==> config.mk <==
export PLATFORM = sky130hd
export DESIGN_NAME = writeback_unit
export DESIGN_NICKNAME = d
export VERILOG_FILES = /design/src/rtl/writeback_unit.sv
export SDC_FILE = /design/constraint.sdc
export NUM_CORES = 1
export LEC_CHECK = 0
export BUFFER_PORTS_ARGS = -buffer_cell sky130_fd_sc_hd__buf_4
export CORE_MARGIN = 2
export CORE_UTILIZATION = 36
export CTS_CLUSTER_DIAMETER = 40
export DETAILED_ROUTE_END_ITERATION = 16
export GPL_TIMING_DRIVEN = 0
export PLACE_DENSITY_LB_ADDON = 0.15
export SLEW_MARGIN = 20
export SYNTH_ARGS = -nofsm -noshare
export SYNTH_HDL_FRONTEND = slang
export SYNTH_SLANG_ARGS = --single-unit
==> constraint.sdc <==
create_clock -name clock -period 7.2 [get_ports clock]
set_input_delay 0.36 -clock clock [delete_from_list [all_inputs] [get_ports clock]]
set_output_delay 0.36 -clock clock [all_outputs]
set_load 0.02 [all_outputs]
==> src/rtl/writeback_unit.sv <==
// writeback_unit: result select, load align/extend, in-order retire queue and register-file write handshake
module writeback_unit #(
  parameter int WORD_SIZE = 32,
  parameter int REG_ADDR_BITS = 5,
  parameter int QUEUE_DEPTH = 2,
  parameter int RETIRE_CNT_BITS = 64,
  localparam int OFS_BITS = $clog2(WORD_SIZE / 8),
  localparam int CNT_BITS = $clog2(QUEUE_DEPTH + 1)
) (
  input  logic                       clock,
  input  logic                       reset_n,
  input  logic                       in_valid,
  output logic                       in_ready,
  input  logic [REG_ADDR_BITS-1:0]   in_rd_addr,
  input  logic                       in_rd_we,
  input  logic [1:0]                 in_src_sel,
  input  logic [WORD_SIZE-1:0]       in_alu_result,
  input  logic [WORD_SIZE-1:0]       in_load_data,
  input  logic [WORD_SIZE-1:0]       in_pc_plus4,
  input  logic [WORD_SIZE-1:0]       in_csr_data,
  input  logic [2:0]                 in_load_funct3,
  input  logic [OFS_BITS-1:0]        in_load_offset,
  input  logic                       write_grant,
  output logic                       write_enable_out,
  output logic [REG_ADDR_BITS-1:0]   write_addr,
  output logic [WORD_SIZE-1:0]       write_data,
  output logic                       fwd_valid,
  output logic [REG_ADDR_BITS-1:0]   fwd_addr,
  output logic [WORD_SIZE-1:0]       fwd_data,
  output logic [CNT_BITS-1:0]        queue_count,
  output logic [RETIRE_CNT_BITS-1:0] retire_count
);
  localparam int PTR_BITS = QUEUE_DEPTH > 1 ? $clog2(QUEUE_DEPTH) : 1;
  localparam logic [PTR_BITS-1:0] LAST = PTR_BITS'(QUEUE_DEPTH - 1);
  logic [REG_ADDR_BITS-1:0] q_addr [QUEUE_DEPTH];
  logic                     q_we   [QUEUE_DEPTH];
  logic [WORD_SIZE-1:0]     q_data [QUEUE_DEPTH];
  logic [PTR_BITS-1:0] head, tail, young;
  logic push, pop, we_eff;
  logic [WORD_SIZE-1:0] shifted, load_val, push_data;
  assign shifted = in_load_data >> {in_load_offset, 3'b000};
  always_comb begin
    load_val = WORD_SIZE'($signed(shifted[31:0]));
    case (in_load_funct3)
      3'b000: load_val = WORD_SIZE'($signed(shifted[7:0]));
      3'b001: load_val = WORD_SIZE'($signed(shifted[15:0]));
      3'b100: load_val = WORD_SIZE'(shifted[7:0]);
      3'b101: load_val = WORD_SIZE'(shifted[15:0]);
      3'b110: load_val = WORD_SIZE'(shifted[31:0]);
      3'b011: load_val = WORD_SIZE == 64 ? shifted : WORD_SIZE'($signed(shifted[31:0]));
      default: load_val = WORD_SIZE'($signed(shifted[31:0]));
    endcase
  end
  assign push_data = in_src_sel == 2'd1 ? load_val :
                     in_src_sel == 2'd2 ? in_pc_plus4 :
                     in_src_sel == 2'd3 ? in_csr_data : in_alu_result;
  assign we_eff = in_rd_we && |in_rd_addr;
  assign in_ready = reset_n && queue_count < CNT_BITS'(QUEUE_DEPTH);
  assign push = in_valid && in_ready;
  // non-writing heads retire without waiting for the shared write port
  assign pop = |queue_count && (write_grant || !q_we[head]);
  assign young = tail == '0 ? LAST : tail - PTR_BITS'(1);
  assign fwd_valid = reset_n && |queue_count && q_we[young];
  assign fwd_addr = fwd_valid ? q_addr[young] : '0;
  assign fwd_data = fwd_valid ? q_data[young] : '0;
  always_ff @(posedge clock) begin
    if (push) begin
      q_addr[tail] <= in_rd_addr;
      q_we[tail] <= we_eff;
      q_data[tail] <= push_data;
    end
  end
  always_ff @(posedge clock) begin
    if (!reset_n) begin
      head <= '0;
      tail <= '0;
      queue_count <= '0;
      write_enable_out <= 1'b0;
      write_addr <= '0;
      write_data <= '0;
      retire_count <= '0;
    end else begin
      if (push) tail <= tail == LAST ? '0 : tail + PTR_BITS'(1);
      if (pop) head <= head == LAST ? '0 : head + PTR_BITS'(1);
      queue_count <= queue_count + CNT_BITS'(push) - CNT_BITS'(pop);
      write_enable_out <= pop && q_we[head];
      if (pop) begin
        write_addr <= q_addr[head];
        write_data <= q_data[head];
        retire_count <= retire_count + RETIRE_CNT_BITS'(1);
      end
    end
  end
endmodule

==> flow_metrics.py <==
metrics = {
    "critical_path": {
        "cp_cell_sequence": "o21ai_0 -> or2_2 -> clkbuf_1 -> buf_1 -> nor2_1 -> buf_4",
        "path_buf_inv": 3,
        "worst-r2r-setup-slack_ns": 4.51,
        "crit_arrival_ns": 2.57,
        "timing.rr.end": "queue_count[0]",
        "critPathKind": "reg2out",
        "startpoint_type": "flop",
        "cp_max_fo": 10,
        "critPathCaptureType": "output pin",
        "rr_worst_depth": 6,
        "cp.depth": 6,
        "endpoint": "fwd_data[20]",
        "cp.required_ns": 6.84,
        "rr_startpoint": "q_we[0]",
        "startpoint": "queue_count[1]",
        "cpLargestDelayFamily": "buffers and inverters",
        "slowest_delay_ns": 0.48,
        "cp_slowest_cell": "clkbuf_1",
    },
    "sta": {
        "totalNegativeSetupSlack_ns": 0,
        "maxSlewHeadroom_pct": 35.75,
        "worst_slack_ns": 4.274,
        "maxSlewViolCount": 0,
        "period_minus_slack_ns": 2.926,
        "final.setup_skew_ns": 0.02237,
        "finalCritPeriodShare_pct": 40.65,
        "grt_setup_unrepaired": "false",
        "hold_viol": 0,
        "worst_pin_slew_ns": 0.9637,
        "max_clock_freq_ghz": 0.3417,
        "setup_viol": 0,
    },
    "routing": {
        "first_iter_violations": 470,
        "first_pass_iters": 4,
        "ant_nets": 0,
        "route.detailed.drc": 0,
        "wl_per_cell_um": 19.24,
        "num_vias": 8176,
        "vias_per_cell": 5.224,
        "wl_um": 30110,
    },
    "clock_network": {
        "clock_latency_ns": 0.44,
        "ctsHoldBuffers": 0,
        "cts_buffers": 17,
        "cts_setup_buffers": 0,
        "ctsResizeCount": 0,
        "cts_root_buffer": "clkbuf_16",
        "cts_buffer_depth": 2,
        "cts_tree": "built",
        "cts.htree.levels": 4,
        "clock_sinks": 183,
        "cts.reportedPaths.clkPinSlew_ns": 0.09,
    },
    "logic_synthesis": {
        "synth_nets": 1066,
        "synth_edf_count": 76,
        "synth_top_family_by_area": "simple AND/OR/NAND/NOR gates",
        "synth-compound-area-share_pct": 12.44,
        "synthSimpleGateAreaFrac_pct": 16.96,
        "synthMuxAreaShare_pct": 15.82,
        "syn-cell-area_um2": 9224,
        "yosysWarnings": 0,
        "yosysSeqAreaShare_pct": 47.97,
        "synthFlopType": "dfxtp_1",
        "ys_ff_latch": 183,
        "syn_avg_cell_area_um2": 10.04,
        "synthXorXnorAreaFrac_pct": 3.418,
        "synthCells": 919,
        "async_flop_share_pct": 0,
        "synth.distinct_cells": 48,
        "synthAdderAreaFrac_pct": 0.2713,
    },
    "floorplanning": {
        "start_util_pct": 36.63,
        "ios": 288,
        "core_um2": 25180,
        "num_rows": 58,
        "dieArea_um2": 26920,
        "die_x_um": 164.1,
        "die_h_um": 164.1,
    },
    "global_route": {
        "grt_pass1_vias": 8047,
        "grt_max_degree": 23,
        "grt.overflow.total": 0,
        "grt_usage_pct": 22.11,
        "antenna_found_initial": 0,
        "grt_pass1_wl_um": 44970,
    },
    "place": {
        "placed_area_um2": 11800,
        "gp_congestion": 0.8333,
        "dp_hpwl_um": 23560,
        "pre_cts_ws_ns": 4.387,
        "port_buffers": 282,
    },
    "final_layout": {
        "n_fill_cell": 2423,
        "final_common_cell": "buf_4",
        "design_area_um2": 12430,
        "final_cell_mix": "282 x buf_4, 120 x nor2_1, 107 x dfxtp_1",
        "seq_area_um2": 4424,
        "multi_input_area_um2": 4519,
        "area_delta_synth_final_pct": 34.78,
        "drive_gt1_share_pct": 31.01,
        "diodes": 0,
        "fin_nets": 1369,
    },
    "power_and_ir_drop": {
        "p_total_mw": 3.327,
        "irDropWorstVdd_uv": 197.5,
        "p_per_area_nw_per_um2": 267.6,
        "p_leak_nw": 4.766,
    },
    "outcome": {
        "status": "finished, final reports clean",
    },
    "run": {
        "max-cap-violations": 0,
    },
    "hold_path": {
        "min_from": "in_rd_addr[1]",
        "hold_class": "in2reg",
    },
}
[Yosys cell counts, types with 3 or more instances]
library cell    n  share of area (%)
nor2_1        121                4.9
dfxtp_1       107                 23
mux2i_1        88                9.5
edfxtp_1       76                 25
a21oi_1        63                3.4
clkbuf_1       50                2.0
a211oi_1       44                3.6
nand2_1        42                1.7
o21ai_0        39                2.1
nand4_1        37                2.5
mux2_2         34                4.2
xor2_1         26                2.5
o22ai_1        24                1.6
nand3_1        23                1.2
or3_1          21                1.4
inv_1          14               0.57
nor2b_1        10               0.68
nor3_1         10               0.54
xnor2_1        10               0.95
and2_1          9               0.61
mux4_2          8                2.0
and3_1          7               0.47
and4_1          6               0.57
buf_2           6               0.33
buf_1           5               0.20
o21a_1          5               0.41
or4_1           4               0.33
or3_2           3               0.24
[flip-flops by register name, indices dropped and copies added, names as in the netlist, named ones only]
register	count
head	1
q_addr	10
q_data	64
q_we	2
queue_count	2
retire_count	64
tail	1
write_addr	5
write_data	32
write_enable_out	1
[kinds of logic after synthesis]
logic type      count (synthesis)
simple gates                  307
compound gates                185
flops                         183
mux                           131
buf+inv                        75
xor+xnor                       36
fa+ha+maj                       2
[how the worst min path moves through the flow]
stage / to / depth (start not counted)
3_3_place_gp: retire_count[63] / 2
4_1_cts: q_addr[0][1] / 1
5_1_grt: q_addr[1][3] / 1
6_report: q_addr[0][1] / 1
3_5_place_dp: retire_count[63] / 2
2_1_floorplan: q_addr[0][0] / 0
[per-stage QoR]
step,utilization [%],hold slack (ns),std cells
4_1_cts,49.37,0.1051,1565
2_1_floorplan,-,0.4589,919
6_report,49.37,0.1184,1565
5_1_grt,49.37,0.1048,1565
3_3_place_gp,46.68,0.4734,1531
3_5_place_dp,46.87,0.4827,1533
[power by group]
part | leakage [nW] | switching [mW] | internal [mW]
registers | 1.56 | 0.0950 | 1.23
clock network | 0.301 | 0.471 | 0.507
logic | 2.90 | 0.600 | 0.428
total | 4.77 | 1.17 | 2.16
[layer usage]
metal / wire length (um) / global-route usage, %
met2: 15360 / 39.52
met5: 0 / 0
met3: 1837 / 5.126
met4: 673 / 7.057
met1: 12240 / 26.13
[worst reg2reg max path, stage by stage, from the launching register on]
cell	delay, ns
edfxtp_1	0.41
mux2_4	0.35
a21oi_1	0.72
clkbuf_1	0.52
xnor2_1	0.16
ha_1	0.28
and2_1	0.15
[cell type report]
cell class / count / share of cell area (%)
Clock inverter: 15 / 1.641
Buffer: 61 / 1.902
Sequential cell: 183 / 35.59
Multi-Input combinational cell: 661 / 36.35
Inverter: 14 / 0.4227
Timing Repair Buffer: 284 / 17.35
Tap cell: 330 / 3.321
Clock buffer: 17 / 3.422
Power figures use the tool's default switching activity.
